===== src/rtl/button_reset_conditioner_pkg.sv =====
// button_reset_conditioner_pkg: state encodings and counter-width helper
// Shared by the debouncer and the reset conditioner top.
package button_reset_conditioner_pkg;
   typedef enum logic [1:0] {RELEASED, PRESS_WAIT, PRESSED, RELEASE_WAIT} db_state_e;
   typedef enum logic [1:0] {STRETCH, RUN, HOLD} rst_state_e;
   function automatic int cnt_width(input int n);
      return $clog2(n + 1);
   endfunction
endpackage


===== src/rtl/button_reset_conditioner_debouncer.sv =====
// button_reset_conditioner_debouncer: synchroniser, debounce FSM and press/release pulses
// Ports:
//   CLK        clock
//   RESET      asynchronous active-low reset
//   btn_i      raw asynchronous button pin
//   level_o    debounced level, 1 = pressed
//   press_o    one-cycle pulse on accepted press
//   release_o  one-cycle pulse on accepted release
module button_reset_conditioner_debouncer
   import button_reset_conditioner_pkg::*;
#(
   parameter int SYNC_STAGES     = 2,
   parameter int DEBOUNCE_CYCLES = 120000,
   parameter bit BTN_ACTIVE_LOW  = 1'b1
) (
   input  logic CLK,
   input  logic RESET,
   input  logic btn_i,
   output logic level_o,
   output logic press_o,
   output logic release_o
);
   localparam int DW = cnt_width(DEBOUNCE_CYCLES);
   localparam logic [DW-1:0] LAST = DW'(DEBOUNCE_CYCLES - 1);
   logic [SYNC_STAGES-1:0] sync_q;
   db_state_e state_q, state_d;
   logic [DW-1:0] dcnt_q, dcnt_d;
   logic p, level_q, level_d, press_q, press_d, release_q, release_d;
   // the chain resets to the released pin level so no phantom press follows reset
   assign p = sync_q[SYNC_STAGES-1] ^ BTN_ACTIVE_LOW;
   always_ff @(posedge CLK or negedge RESET)
      if (!RESET) begin
         sync_q    <= {SYNC_STAGES{BTN_ACTIVE_LOW}};
         state_q   <= RELEASED;
         dcnt_q    <= '0;
         level_q   <= 1'b0;
         press_q   <= 1'b0;
         release_q <= 1'b0;
      end else begin
         sync_q    <= {sync_q[SYNC_STAGES-2:0], btn_i};
         state_q   <= state_d;
         dcnt_q    <= dcnt_d;
         level_q   <= level_d;
         press_q   <= press_d;
         release_q <= release_d;
      end
   // the counter stops at LAST because the state always leaves the wait there
   always_comb begin
      state_d = state_q;
      dcnt_d  = dcnt_q;
      case (state_q)
         RELEASED:     if (p) begin
                          state_d = PRESS_WAIT;
                          dcnt_d  = '0;
                       end
         PRESS_WAIT:   if (!p) state_d = RELEASED;
                       else if (dcnt_q == LAST) state_d = PRESSED;
                       else dcnt_d = dcnt_q + DW'(1);
         PRESSED:      if (!p) begin
                          state_d = RELEASE_WAIT;
                          dcnt_d  = '0;
                       end
         RELEASE_WAIT: if (p) state_d = PRESSED;
                       else if (dcnt_q == LAST) state_d = RELEASED;
                       else dcnt_d = dcnt_q + DW'(1);
      endcase
   end
   always_comb begin
      level_d   = state_d inside {PRESSED, RELEASE_WAIT};
      press_d   = state_q == PRESS_WAIT && state_d == PRESSED;
      release_d = state_q == RELEASE_WAIT && state_d == RELEASED;
   end
   assign level_o   = level_q;
   assign press_o   = press_q;
   assign release_o = release_q;
endmodule


===== src/rtl/button_reset_conditioner.sv =====
// button_reset_conditioner: debounced reset button plus stretched, sync-deasserted reset
// Ports:
//   CLK          clock
//   RESET        asynchronous active-low reset (power-up)
//   BTN          raw asynchronous pushbutton pin
//   RST_OUT      active-high downstream reset, async assert, sync deassert
//   RST_OUTN     registered inverse of RST_OUT
//   BTN_LEVEL    debounced level, 1 = pressed
//   BTN_PRESS    one-cycle pulse on accepted press
//   BTN_RELEASE  one-cycle pulse on accepted release
module button_reset_conditioner
   import button_reset_conditioner_pkg::*;
#(
   parameter int SYNC_STAGES     = 2,
   parameter int DEBOUNCE_CYCLES = 120000,
   parameter int STRETCH_CYCLES  = 1024,
   parameter bit BTN_ACTIVE_LOW  = 1'b1,
   parameter bit BTN_RESETS      = 1'b1
) (
   input  logic CLK,
   input  logic RESET,
   input  logic BTN,
   output logic RST_OUT,
   output logic RST_OUTN,
   output logic BTN_LEVEL,
   output logic BTN_PRESS,
   output logic BTN_RELEASE
);
   localparam int SW = cnt_width(STRETCH_CYCLES);
   localparam logic [SW-1:0] LAST = SW'(STRETCH_CYCLES - 1);
   rst_state_e state_q, state_d;
   logic [SW-1:0] scnt_q, scnt_d;
   logic rst_q, rst_d, rstn_q;
   button_reset_conditioner_debouncer #(
      .SYNC_STAGES    (SYNC_STAGES),
      .DEBOUNCE_CYCLES(DEBOUNCE_CYCLES),
      .BTN_ACTIVE_LOW (BTN_ACTIVE_LOW)
   ) u_deb (
      .CLK      (CLK),
      .RESET    (RESET),
      .btn_i    (BTN),
      .level_o  (BTN_LEVEL),
      .press_o  (BTN_PRESS),
      .release_o(BTN_RELEASE)
   );
   always_ff @(posedge CLK or negedge RESET)
      if (!RESET) begin
         state_q <= STRETCH;
         scnt_q  <= '0;
         rst_q   <= 1'b1;
         rstn_q  <= 1'b0;
      end else begin
         state_q <= state_d;
         scnt_q  <= scnt_d;
         rst_q   <= rst_d;
         rstn_q  <= ~rst_d;
      end
   // a press held during the stretch parks in HOLD so the full stretch restarts on release
   always_comb begin
      state_d = state_q;
      scnt_d  = scnt_q;
      case (state_q)
         STRETCH: begin
            scnt_d = scnt_q + SW'(1);
            if (BTN_RESETS && BTN_LEVEL) state_d = HOLD;
            else if (scnt_q == LAST) state_d = RUN;
         end
         RUN:     if (BTN_RESETS && BTN_PRESS) state_d = HOLD;
         HOLD:    if (!BTN_LEVEL) begin
                     state_d = STRETCH;
                     scnt_d  = '0;
                  end
         default: state_d = STRETCH;
      endcase
   end
   always_comb rst_d = state_d != RUN;
   assign RST_OUT  = rst_q;
   assign RST_OUTN = rstn_q;
endmodule

===== config.mk =====
export PLATFORM = sky130hd
export DESIGN_NAME = button_reset_conditioner
export DESIGN_NICKNAME = d
export VERILOG_FILES = /design/src/rtl/button_reset_conditioner_pkg.sv /design/src/rtl/button_reset_conditioner_debouncer.sv /design/src/rtl/button_reset_conditioner.sv
export SDC_FILE = /design/constraint.sdc
export NUM_CORES = 1
export LEC_CHECK = 0
export ABC_AREA = 0
export BUFFER_PORTS_ARGS = -buffer_cell sky130_fd_sc_hd__buf_4
export CAP_MARGIN = 25
export CORE_MARGIN = 5
export CORE_UTILIZATION = 49
export DETAILED_ROUTE_END_ITERATION = 8
export PLACE_DENSITY = 0.63
export SYNTH_ARGS = -nofsm -noshare
export SYNTH_HDL_FRONTEND = slang
export SYNTH_SLANG_ARGS = --single-unit

===== constraint.sdc =====
create_clock -name CLK -period 2.5 [get_ports CLK]
set_input_delay 0.375 -clock CLK [delete_from_list [all_inputs] [get_ports CLK]]
set_output_delay 0.375 -clock CLK [all_outputs]
set_load 0.005 [all_outputs]

==> flow_summary.ini <==
[status]
status = complete, no violations

[global_routing]
grt.overflow.total = 0
grt_pass1_vias = 1572
antenna_found_initial = 0
grt_max_degree = 40
grt_pass1_wl_mm = 7.05
grt.total_usage_pct = 17.0

[yosys]
syn_nets = 204
yosysTopAreaCellShare_pct = 47.0
synth_seq_cells = 39
synthArstFlopShare_pct = 100
synth_ff_type = dfrtp_1
syn_area_per_cell_um2 = 9.63
yosysSeqAreaShare_pct = 51.1
yosysTopAreaCell = dfrtp_1
synth_cell_types = 41
synth-edff-count = 0
synthCells = 199
ys_warn_count = 0
synthTopCellsByArea = dfrtp_1, nand3_1, dfstp_2
syn_area_um2 = 1920

[sta]
worst_slack_ps = 317
rsz0062_at_grt = no
clock_skew_ps = 8.22
fin_crit_ps = 2180
post-route-period-util_pct = 87.3
maxSlewViolCount = 0
worstMarginPinSlew_ps = 651
slew_headroom_pct = 56.0
fin_setup_tns_ps = 0
setup_viol = 0
hold_violations = 0
fmax_ghz = 0.458

[layout]
fin_nets = 214
final_area_um2 = 2090
fillers = 343
area_growth_pct = 9.28
fin_util_pct = 56.3
drive_gt1_share_pct = 10.5
diodes = 0

[job]
cap_violations = 0

[worst_setup_path]
criticalPathCategory = reg -> reg
arrival_ps = 2400
cp-end-kind = register
cp_max_fo = 10
required_ps = 2720
critPathLaunchType = register

[power]
leakage_nw = 0.875
ir_drop_uv = 410
p_per_area_nw_per_um2 = 553
power_mw = 1.16

[min_path]
min_path_type = in -> async

[place]
placed_cell_area_um2 = 2010
place_congestion = 0.827
numPortBuffers = 7
post-place-ws_ps = 311
hpwlAfterDp_mm = 2.71

[clocking]
postCtsSetupBuffers = 0
clkTransAtPathRegs_ps = 80
cts.sinks = 39
cts_tree = built
ctsHoldBuffers = 0
cts_resized = 0
clkLatencyLatePin_ps = 290
clock-root-buffer = clkbuf_8
htree_levels = 2
cts.path.max_buffers = 2
cts_buffers = 5

[floorplan]
io-pin-count = 8
dieHeight_um = 72.5
num_rows = 22
core_area_um2 = 3720
die_w_um = 72.5
die_area_um2 = 5260
initial_core_util_pct = 51.5

[drt]
routedWlPerCell_um = 14.9
dr_total_vias = 1526
drt_iter0_drc = 62
drc = 0
ant_nets = 0
via_per_inst = 5.91
drt-pass1-iter-count = 4
finalWirelength_mm = 3.84
==> final cells by class <==
| type | instances | area (um2) | area share [%] |
|---|---|---|---|
| inverter | 14 | 52.6 | 2.51 |
| sequential | 39 | 980 | 46.8 |
| timing repair buffer | 9 | 67.6 | 3.23 |
| multi-input combinational | 140 | 852 | 40.7 |
| clock inverter | 1 | 5.00 | 0.239 |
| clock buffer | 7 | 76.3 | 3.65 |
| tap | 48 | 60.1 | 2.87 |
==> per-layer routing <==
layer / wire (um) / share of wire [%] / track usage (%)
met1: 1600 / 42 / 19.6
met2: 1950 / 51 / 28.1
met3: 169 / 4.4 / 4.43
met4: 123 / 3.2 / 10.5
met5: 0 / 0 / 0
==> metrics by stage <==
step | hold WS, ps | instances
floorplan | 79.4 | 199
global placement | 349 | 250
finish | 41.9 | 258
detailed placement | 351 | 250
global route | 80.9 | 258
CTS | 53.6 | 258
==> flip-flops by register name, summed over array words and instances (netlist names) <==
register         flops
u_deb.dcnt_q        17
RST_OUT              1
scnt_q              11
RST_OUTN             1
u_deb.level_o        1
u_deb.sync_q         2
state_q              2
u_deb.state_q        2
u_deb.press_o        1
u_deb.release_o      1
==> power breakdown <==
group          leakage (nW)  switching, mW  internal (mW)
Sequential            0.515         0.0245          0.653
Clock                0.0422          0.212          0.196
Combinational         0.318         0.0455         0.0265
Total                 0.875          0.282          0.876
==> path summary, 6_finish.rpt <==
| kind | start | endpoint | slack, ps | depth (start not counted) |
|---|---|---|---|---|
| max | u_deb.dcnt_q[0] | u_deb.dcnt_q[16] | 320 | 5 |
| min | RESET | scnt_q[4] | 40 | 1 |
| max reg2reg | u_deb.dcnt_q[0] | u_deb.dcnt_q[16] | 320 | 5 |
| min reg2reg | u_deb.sync_q[0] | u_deb.sync_q[1] | 360 | 0 |
| max in group asynchronous | RESET | u_deb.sync_q[1] | 2090 | 1 |
| min in group CLK | BTN | u_deb.sync_q[0] | 190 | 1 |
==> cell families (layout without fill, tap and decap cells) <==
family | after synthesis | count (layout) | synth area share (%)
compound gates | 45 | 45 | 14.8
xor+xnor | 2 | 2 | 0.915
fa+ha+maj | 2 | 2 | 1.31
buf+inv | 20 | 31 | 4.38
mux | 8 | 8 | 4.31
simple gates | 83 | 83 | 23.2
flops | 39 | 39 | 51.1
==> cell usage after synthesis, drive strengths merged, types with 2 or more instances <==
master and number:
a21oi 11, nand3 16, inv 14, mux2i 6, buf 2, nor3 7
dfstp 3, or4 5, o31ai 2, nor2 8, ha 2, o211ai 6
nand4 4, and3 3, nand4b 2, o21ai 14, o21a 2, and4 2
nand2 20, dfrtp 36, o22ai 5, or3 5, clkbuf 4, nor4 4
mux2 2
==> cells in the final DEF (no fill, tap or decap), types with 2 or more instances in the layout <==
| cell | n |
|---|---|
| o21a_1 | 2 |
| and3_1 | 3 |
| ha_1 | 2 |
| o22ai_1 | 5 |
| mux2i_1 | 6 |
| nor4_1 | 4 |
| inv_1 | 14 |
| or4_1 | 5 |
| nand3_1 | 16 |
| o31ai_1 | 2 |
| o211ai_1 | 6 |
| nor3_1 | 7 |
| clkbuf_1 | 2 |
| nand2_1 | 20 |
| or3_1 | 5 |
| a21oi_1 | 10 |
| and4_1 | 2 |
| nor2_1 | 8 |
| o21ai_0 | 14 |
| clkbuf_8 | 5 |
| dfstp_2 | 3 |
| nand4b_1 | 2 |
| nand4_1 | 4 |
| buf_4 | 9 |
| dfrtp_1 | 36 |
| mux2_2 | 2 |
==> worst max-delay path: stages (launching register included) <==
cell     delay (ps)
dfrtp_1         390
ha_1            200
nand3_1         190
or4_1           660
or4_1           530
a21oi_1         150
(Power assumes the default switching activity.)
